--- config.mk ---
export PLATFORM = sky130hd
export DESIGN_NAME = id_stage_ctrl_flat
export DESIGN_NICKNAME = d
export VERILOG_FILES = /design/src/rtl/id_pkg.sv /design/src/rtl/id_stage_ctrl_if.sv /design/src/rtl/id_decoder.sv /design/src/rtl/id_stage_ctrl.sv /design/src/flat_wrapper.sv
export SDC_FILE = /design/constraint.sdc
export NUM_CORES = 1
export LEC_CHECK = 0
export ABC_AREA = 0
export BUFFER_PORTS_ARGS = -buffer_cell sky130_fd_sc_hd__buf_2
export CAP_MARGIN = 20
export CORE_AREA = 3 3 172 174
export CTS_CLUSTER_DIAMETER = 80
export DETAILED_ROUTE_END_ITERATION = 7
export DIE_AREA = 0 0 175 177
export SETUP_SLACK_MARGIN = 0.2
export SYNTH_ARGS = -nofsm -noshare
export SYNTH_HDL_FRONTEND = slang
export SYNTH_SLANG_ARGS = --single-unit
--- constraint.sdc ---
create_clock -name clk -period 2.18 [get_ports clk]
set_input_delay 0.218 -clock clk [delete_from_list [all_inputs] [get_ports clk]]
set_output_delay 0.218 -clock clk [all_outputs]
set_load 0.05 [all_outputs]
--- src/rtl/id_pkg.sv ---
// Shared types and opcode constants for the RV64I decode stage.
package id_pkg;

   // Write-back source selector.
   typedef enum logic [1:0] {
      WbAlu = 2'd0,
      WbMem = 2'd1,
      WbPc4 = 2'd2,
      WbImm = 2'd3
   } wb_sel_t;

   // Control bundle carried in the ID/EX register.
   typedef struct packed {
      logic    alu_src_imm;
      logic    reg_write;
      logic    mem_read;
      logic    mem_write;
      logic    branch;
      logic    jump;
      logic    is_word;
      logic    pc_rel;
      wb_sel_t wb_sel;
   } ctrl_t;

   typedef enum logic {
      StRun  = 1'b0,
      StHalt = 1'b1
   } state_t;

   localparam logic [6:0] OpLoad   = 7'b0000011;
   localparam logic [6:0] OpImm    = 7'b0010011;
   localparam logic [6:0] OpAuipc  = 7'b0010111;
   localparam logic [6:0] OpImm32  = 7'b0011011;
   localparam logic [6:0] OpStore  = 7'b0100011;
   localparam logic [6:0] OpReg    = 7'b0110011;
   localparam logic [6:0] OpLui    = 7'b0110111;
   localparam logic [6:0] OpReg32  = 7'b0111011;
   localparam logic [6:0] OpBranch = 7'b1100011;
   localparam logic [6:0] OpJalr   = 7'b1100111;
   localparam logic [6:0] OpJal    = 7'b1101111;

endpackage

--- src/rtl/id_stage_ctrl_if.sv ---
// IF->ID->EX handshake bundle. The slave modport is the decode stage,
// the master modport is whatever drives fetch and consumes execute.
interface id_stage_ctrl_if
   import id_pkg::*;
#(
   parameter int unsigned XLEN  = 64,
   parameter int unsigned CNT_W = 64
) ();

   logic              if_valid;
   logic              if_ready;
   logic [XLEN-1:0]   if_pc;
   logic [31:0]       if_inst;
   logic              flush;
   logic              ex_valid;
   logic              ex_ready;
   logic [XLEN-1:0]   ex_pc;
   logic [31:0]       ex_inst;
   logic [XLEN-1:0]   ex_imm;
   ctrl_t             ex_ctrl;
   logic              ex_illegal;
   logic [CNT_W-1:0]  dec_count;

   modport slave (
      input  if_valid, if_pc, if_inst, flush, ex_ready,
      output if_ready, ex_valid, ex_pc, ex_inst, ex_imm, ex_ctrl, ex_illegal, dec_count
   );

   modport master (
      output if_valid, if_pc, if_inst, flush, ex_ready,
      input  if_ready, ex_valid, ex_pc, ex_inst, ex_imm, ex_ctrl, ex_illegal, dec_count
   );

endinterface

--- src/rtl/id_decoder.sv ---
// Combinational RV64I decoder: instruction word -> immediate, control, unknown-opcode flag.
module id_decoder
   import id_pkg::*;
#(
   parameter int unsigned XLEN = 64
) (
   input  logic [31:0]     inst_i,
   output logic [XLEN-1:0] imm_o,
   output ctrl_t           ctrl_o,
   output logic            illegal_o
);

   logic [6:0]  opcode;
   logic [11:0] imm_i;
   logic [11:0] imm_s;
   logic [12:0] imm_b;
   logic [20:0] imm_j;
   logic [31:0] imm_u;

   assign opcode = inst_i[6:0];
   assign imm_i  = inst_i[31:20];
   assign imm_s  = {inst_i[31:25], inst_i[11:7]};
   assign imm_b  = {inst_i[31], inst_i[7], inst_i[30:25], inst_i[11:8], 1'b0};
   assign imm_j  = {inst_i[31], inst_i[19:12], inst_i[20], inst_i[30:21], 1'b0};
   assign imm_u  = {inst_i[31:12], 12'b0};

   // Opcode decode; unknown opcodes yield zero control and zero immediate.
   always_comb begin
      imm_o     = '0;
      ctrl_o    = '0;
      illegal_o = 1'b0;
      unique case (opcode)
         OpImm, OpImm32: begin
            imm_o              = {{(XLEN-12){imm_i[11]}}, imm_i};
            ctrl_o.alu_src_imm = 1'b1;
            ctrl_o.reg_write   = 1'b1;
            ctrl_o.is_word     = (opcode == OpImm32);
         end
         OpReg, OpReg32: begin
            ctrl_o.reg_write = 1'b1;
            ctrl_o.is_word   = (opcode == OpReg32);
         end
         OpLoad: begin
            imm_o              = {{(XLEN-12){imm_i[11]}}, imm_i};
            ctrl_o.alu_src_imm = 1'b1;
            ctrl_o.mem_read    = 1'b1;
            ctrl_o.reg_write   = 1'b1;
            ctrl_o.wb_sel      = WbMem;
         end
         OpStore: begin
            imm_o              = {{(XLEN-12){imm_s[11]}}, imm_s};
            ctrl_o.alu_src_imm = 1'b1;
            ctrl_o.mem_write   = 1'b1;
         end
         OpBranch: begin
            imm_o         = {{(XLEN-13){imm_b[12]}}, imm_b};
            ctrl_o.branch = 1'b1;
         end
         OpJal: begin
            imm_o            = {{(XLEN-21){imm_j[20]}}, imm_j};
            ctrl_o.jump      = 1'b1;
            ctrl_o.reg_write = 1'b1;
            ctrl_o.wb_sel    = WbPc4;
         end
         OpJalr: begin
            imm_o              = {{(XLEN-12){imm_i[11]}}, imm_i};
            ctrl_o.alu_src_imm = 1'b1;
            ctrl_o.jump        = 1'b1;
            ctrl_o.reg_write   = 1'b1;
            ctrl_o.wb_sel      = WbPc4;
         end
         OpLui: begin
            imm_o            = {{(XLEN-32){imm_u[31]}}, imm_u};
            ctrl_o.reg_write = 1'b1;
            ctrl_o.wb_sel    = WbImm;
         end
         OpAuipc: begin
            imm_o              = {{(XLEN-32){imm_u[31]}}, imm_u};
            ctrl_o.alu_src_imm = 1'b1;
            ctrl_o.reg_write   = 1'b1;
            ctrl_o.pc_rel      = 1'b1;
         end
         default: illegal_o = 1'b1;
      endcase
   end

endmodule

--- src/rtl/id_stage_ctrl.sv ---
// Decode-stage controller: IF handshake, ID/EX pipeline register, run/halt FSM,
// handed-off instruction counter. Define ID_ILLEGAL_TRAP_EN to flag unknown
// opcodes and halt intake until flush; otherwise they pass through as NOPs.
module id_stage_ctrl
   import id_pkg::*;
#(
   parameter int unsigned XLEN  = 64,
   parameter int unsigned CNT_W = 64
) (
   input logic              clk,
   input logic              reset,
   id_stage_ctrl_if.slave   bus
);

`ifdef ID_ILLEGAL_TRAP_EN
   localparam bit TrapEn = 1'b1;
`else
   localparam bit TrapEn = 1'b0;
`endif

   state_t           state_q, state_d;
   logic             ex_valid_q, ex_valid_d;
   logic [XLEN-1:0]  ex_pc_q, ex_pc_d;
   logic [31:0]      ex_inst_q, ex_inst_d;
   logic [XLEN-1:0]  ex_imm_q, ex_imm_d;
   ctrl_t            ex_ctrl_q, ex_ctrl_d;
   logic             ex_illegal_q, ex_illegal_d;
   logic [CNT_W-1:0] cnt_q, cnt_d;

   logic [XLEN-1:0]  dec_imm;
   ctrl_t            dec_ctrl;
   logic             dec_illegal;
   logic             if_ready;
   logic             accept;
   logic             handoff;

   id_decoder #(
      .XLEN (XLEN)
   ) u_decoder (
      .inst_i    (bus.if_inst),
      .imm_o     (dec_imm),
      .ctrl_o    (dec_ctrl),
      .illegal_o (dec_illegal)
   );

   assign if_ready = (state_q == StRun) && !bus.flush && (!ex_valid_q || bus.ex_ready);
   assign accept   = bus.if_valid && if_ready;
   assign handoff  = ex_valid_q && bus.ex_ready;

   // Next-state for the pipeline register, FSM and counter; flush beats everything but reset.
   always_comb begin
      state_d      = state_q;
      ex_valid_d   = ex_valid_q;
      ex_pc_d      = ex_pc_q;
      ex_inst_d    = ex_inst_q;
      ex_imm_d     = ex_imm_q;
      ex_ctrl_d    = ex_ctrl_q;
      ex_illegal_d = ex_illegal_q;
      cnt_d        = cnt_q;

      // A handoff in a flush cycle still counts.
      if (handoff) begin
         cnt_d = cnt_q + CNT_W'(1);
      end

      if (bus.flush) begin
         ex_valid_d = 1'b0;
         state_d    = StRun;
      end else if (accept) begin
         ex_valid_d   = 1'b1;
         ex_pc_d      = bus.if_pc;
         ex_inst_d    = bus.if_inst;
         ex_imm_d     = dec_imm;
         ex_ctrl_d    = dec_ctrl;
         ex_illegal_d = TrapEn && dec_illegal;
         if (TrapEn && dec_illegal) begin
            state_d = StHalt;
         end
      end else if (handoff) begin
         ex_valid_d = 1'b0;
      end
   end

   // State register with synchronous reset.
   always_ff @(posedge clk) begin
      if (reset) begin
         state_q      <= StRun;
         ex_valid_q   <= 1'b0;
         ex_pc_q      <= '0;
         ex_inst_q    <= '0;
         ex_imm_q     <= '0;
         ex_ctrl_q    <= '0;
         ex_illegal_q <= 1'b0;
         cnt_q        <= '0;
      end else begin
         state_q      <= state_d;
         ex_valid_q   <= ex_valid_d;
         ex_pc_q      <= ex_pc_d;
         ex_inst_q    <= ex_inst_d;
         ex_imm_q     <= ex_imm_d;
         ex_ctrl_q    <= ex_ctrl_d;
         ex_illegal_q <= ex_illegal_d;
         cnt_q        <= cnt_d;
      end
   end

   assign bus.if_ready   = if_ready;
   assign bus.ex_valid   = ex_valid_q;
   assign bus.ex_pc      = ex_pc_q;
   assign bus.ex_inst    = ex_inst_q;
   assign bus.ex_imm     = ex_imm_q;
   assign bus.ex_ctrl    = ex_ctrl_q;
   assign bus.ex_illegal = ex_illegal_q;
   assign bus.dec_count  = cnt_q;

endmodule

--- src/flat_wrapper.sv ---
// flat-port wrapper written by rule: the top's interface ports become plain ports
module id_stage_ctrl_flat import id_pkg::*;
#(
   parameter int unsigned XLEN  = 64,
   parameter int unsigned CNT_W = 64
)
  (clk, reset, bus_if_valid, bus_if_pc, bus_if_inst, bus_flush, bus_ex_ready, bus_if_ready, bus_ex_valid, bus_ex_pc, bus_ex_inst, bus_ex_imm, bus_ex_ctrl, bus_ex_illegal, bus_dec_count);
  id_stage_ctrl_if #(.XLEN(XLEN), .CNT_W(CNT_W)) bus_i ();
  input logic clk;
  input logic reset;
  input wire logic [$bits(bus_i.if_valid)-1:0] bus_if_valid;
  input wire logic [$bits(bus_i.if_pc)-1:0] bus_if_pc;
  input wire logic [$bits(bus_i.if_inst)-1:0] bus_if_inst;
  input wire logic [$bits(bus_i.flush)-1:0] bus_flush;
  input wire logic [$bits(bus_i.ex_ready)-1:0] bus_ex_ready;
  output wire logic [$bits(bus_i.if_ready)-1:0] bus_if_ready;
  output wire logic [$bits(bus_i.ex_valid)-1:0] bus_ex_valid;
  output wire logic [$bits(bus_i.ex_pc)-1:0] bus_ex_pc;
  output wire logic [$bits(bus_i.ex_inst)-1:0] bus_ex_inst;
  output wire logic [$bits(bus_i.ex_imm)-1:0] bus_ex_imm;
  output wire logic [$bits(bus_i.ex_ctrl)-1:0] bus_ex_ctrl;
  output wire logic [$bits(bus_i.ex_illegal)-1:0] bus_ex_illegal;
  output wire logic [$bits(bus_i.dec_count)-1:0] bus_dec_count;
  assign bus_i.if_valid = bus_if_valid;
  assign bus_i.if_pc = bus_if_pc;
  assign bus_i.if_inst = bus_if_inst;
  assign bus_i.flush = bus_flush;
  assign bus_i.ex_ready = bus_ex_ready;
  assign bus_if_ready = bus_i.if_ready;
  assign bus_ex_valid = bus_i.ex_valid;
  assign bus_ex_pc = bus_i.ex_pc;
  assign bus_ex_inst = bus_i.ex_inst;
  assign bus_ex_imm = bus_i.ex_imm;
  assign bus_ex_ctrl = bus_i.ex_ctrl;
  assign bus_ex_illegal = bus_i.ex_illegal;
  assign bus_dec_count = bus_i.dec_count;
  id_stage_ctrl #(.XLEN(XLEN), .CNT_W(CNT_W)) u_core (.clk(clk), .reset(reset), .bus(bus_i));
endmodule
==> impl_metrics.json <==
{
  "rr_startpoint": "u_core.bus.dec_count[2]",
  "die_x_um": 175,
  "drt_pass1_iterations": 5,
  "met2_usage_pct": 29.9,
  "cp-start-kind": "flip-flop",
  "worstPathMaxFanout": 7,
  "synthCells": 1040,
  "switching_share_pct": 27.0,
  "power.switching_mw": 2.43,
  "core_area_mm2": 0.0279,
  "status": "complete, no violations",
  "finalSetupViolations": 0,
  "ios": 338,
  "final_net_count": 1526,
  "antenna_left": 0,
  "io_buffer_count": 336,
  "htreeDepth": 1,
  "cap_violations": 0,
  "cellLeakagePower_nw": 5.32,
  "path_class": "reg -> reg",
  "synth.yosys.seq_area_share_pct": 48.5,
  "synthArstFlopShare_pct": 0,
  "slowest_delay_ps": 400,
  "fmax_mhz": 524,
  "seq_power_share_pct": 42.6,
  "ir_worst_vdd_mv": 0.714,
  "ys.flop_type": "dfxtp_1",
  "cts_buffers": 25,
  "crit_chain": "and4_2 -> and3_2 -> buf_4 -> nand4_1 -> or3_1 -> a21oi_1",
  "rows": 61,
  "p_per_area_mw_per_mm2": 729,
  "gp_congestion": 0.822,
  "grt_max_degree": 84,
  "hold_start": "bus_if_inst[20]",
  "cts_root_buf": "clkbuf_16",
  "grt_first_pass_wirelength_mm": 44.1,
  "syn-num-nets": 1142,
  "areaGrowthSynthToFinish_pct": 46.8,
  "dieArea_mm2": 0.0310,
  "cp_slowest_cell": "or3_1",
  "crit_required_ps": 2620,
  "clock_skew_ps": 6.95,
  "ys_types": 48,
  "finalCritPeriodShare_pct": 87.5,
  "grtUsageMet1_pct": 20.5,
  "synth_area_mm2": 0.00839,
  "start_util_pct": 30.0,
  "hold_path.class": "in -> reg",
  "yosys_warnings": 0,
  "maxSlewViolCount": 0,
  "synth.most_common_cell": "nand2_1",
  "layout-drive-gt1-share_pct": 33.7,
  "fin_crit_ps": 1910,
  "worstPathArrival_ps": 2350,
  "cts_tree": "done",
  "clock_sinks": 203,
  "antenna_found_initial": 1,
  "grt_pass1_vias": 8345,
  "clockPowerShare_pct": 45.2,
  "wl_per_cell_um": 15.8,
  "crit_path_end_kind": "flip-flop",
  "rsz0062_at_grt": "true",
  "die_h_um": 177,
  "synth.largest_area_cell": "dfxtp_1",
  "synth_top_area_share_pct": 48.5,
  "dp_hpwl_mm": 19.6,
  "synth.top_cells.by_count": "nand2_1, dfxtp_1, a21oi_1",
  "via_count": 8842,
  "path_clk_slew_ps": 60,
  "p_int_mw": 6.55,
  "totalWireLength_mm": 28.7,
  "detail_route.iter0.violations": 385,
  "cp_top_family": "simple AND/OR/NAND/NOR gates",
  "fin_total_pwr_mw": 8.98,
  "syn_area_per_cell_um2": 8.06,
  "p_comb_share_pct": 12.1,
  "finalHoldViolCount": 0,
  "met3_usage_pct": 5.68,
  "grt-ovfl-total": 0,
  "final.setup.tns_ps": 0,
  "clk_latency_ps": 520,
  "ys_ff_latch": 203,
  "grt.total_usage_pct": 17.3,
  "drc_errors": 0,
  "ctsLongestPathBuffers": 3,
  "ys_top_cells_by_area": "dfxtp_1, nand2_1, a21oi_1",
  "gr-max-usage-layer": "met2",
  "cp.buffers_inverters": 1,
  "avgViaCountPerCell": 4.86,
  "synth_edf_count": 0,
  "crit_path_start": "u_core.bus.dec_count[2]"
}
## timing repair
action,in CTS,in global routing
hold endpoints to repair,95,1
hold buffers,90,1
setup buffers,1,5
setup endpoints to repair,43,46
resized for setup,5,15
pin swaps,1,2
## final timing paths
| path | to | slack (ps) | cells after the start |
|---|---|---|---|
| max | u_core.bus.dec_count[41] | 270 | 6 |
| min | u_core.bus.ex_inst[20] | 20 | 3 |
| max reg2reg | u_core.bus.dec_count[41] | 270 | 6 |
| min reg2reg | u_core.bus.ex_pc[7] | 450 | 2 |
## tightest hold or removal path, delay by kind of cell
kind / cells / cell delay [ps]
compound gates: 1 / 50
simple gates: 1 / 70
buf+inv: 1 / 150
## cell usage in the layout (no fill, tap or decap), types with 12 or more instances in the layout
cell type / instances
buf_2: 335
nand2_1: 239
a21oi_1: 161
dfxtp_1: 151
dlygate4sd3_1: 91
nor2_1: 52
nand3_1: 34
dfxtp_2: 28
clkbuf_16: 27
buf_4: 26
dfxtp_4: 24
or4_1: 23
nand4_1: 20
o31ai_1: 20
o21ai_0: 20
or3_1: 18
xor2_1: 18
nor3_1: 15
a221oi_1: 15
a22oi_1: 12
## sequential cells by signal, summed over array words and instances (netlist names)
register,flops
u_core.bus.ex_imm,32
u_core.bus.ex_inst,32
u_core.bus.dec_count,64
u_core.bus.ex_ctrl,10
u_core.bus.ex_valid,1
u_core.bus.ex_pc,64
## per-layer routing
layer	vias up	part of all wire [%]
met5	-	0
met4	0	2.5
met1	4116	40
met3	52	9.2
met2	333	48
li1	4341	-
## power by group through the flow
| stage | logic (mW) | clock network [mW] | registers (mW) |
|---|---|---|---|
| floorplan | 0.306 | 0 | 4.24 |
| global placement | 0.958 | 0 | 3.90 |
| detailed placement | 0.961 | 0 | 3.91 |
| CTS | 1.09 | 4.17 | 3.83 |
| global route | 1.16 | 4.35 | 3.84 |
| finish | 1.09 | 4.06 | 3.83 |
## per-stage QoR
stage / hold slack [ps] / setup WS (ps) / util [%] / area, µm² / std cells
2_1_floorplan: 287 / 186 / - / 8520 / 1040
3_3_place_gp: 421 / 199 / 37.5 / 10500 / 1678
3_5_place_dp: 422 / 149 / 37.5 / 10500 / 1678
4_1_cts: 1.14 / 197 / 43.7 / 12200 / 1814
5_1_grt: 9.96 / 146 / 44.1 / 12300 / 1821
6_report: 23.6 / 273 / 44.1 / 12300 / 1821
## cells by family after synthesis
| group | count (synthesis) | share of synthesized area (%) |
|---|---|---|
| DFF | 203 | 48.5 |
| AOI/OAI and AO/OA | 247 | 17.0 |
| and+or+nand+nor | 449 | 25.1 |
| other | 1 | 0.0447 |
| xor gates and xnor gates | 23 | 2.40 |
| buffers and inverters | 115 | 6.77 |
| adders and majority gates | 1 | 0.149 |
| muxes | 1 | 0.134 |
## final cells by class
| class | instances | area [µm²] |
|---|---|---|
| diodes | 1 | 2.50 |
| clock buffers | 36 | 759 |
| clock inverters | 9 | 58.8 |
| fillers | 2741 | 15600 |
| inverters | 11 | 41.3 |
| multi-input cells | 722 | 3840 |
| flip-flops and latches | 203 | 4190 |
| well taps | 378 | 473 |
| repair buffers | 461 | 2950 |
Note: power is estimated with default switching activity, not from simulation.
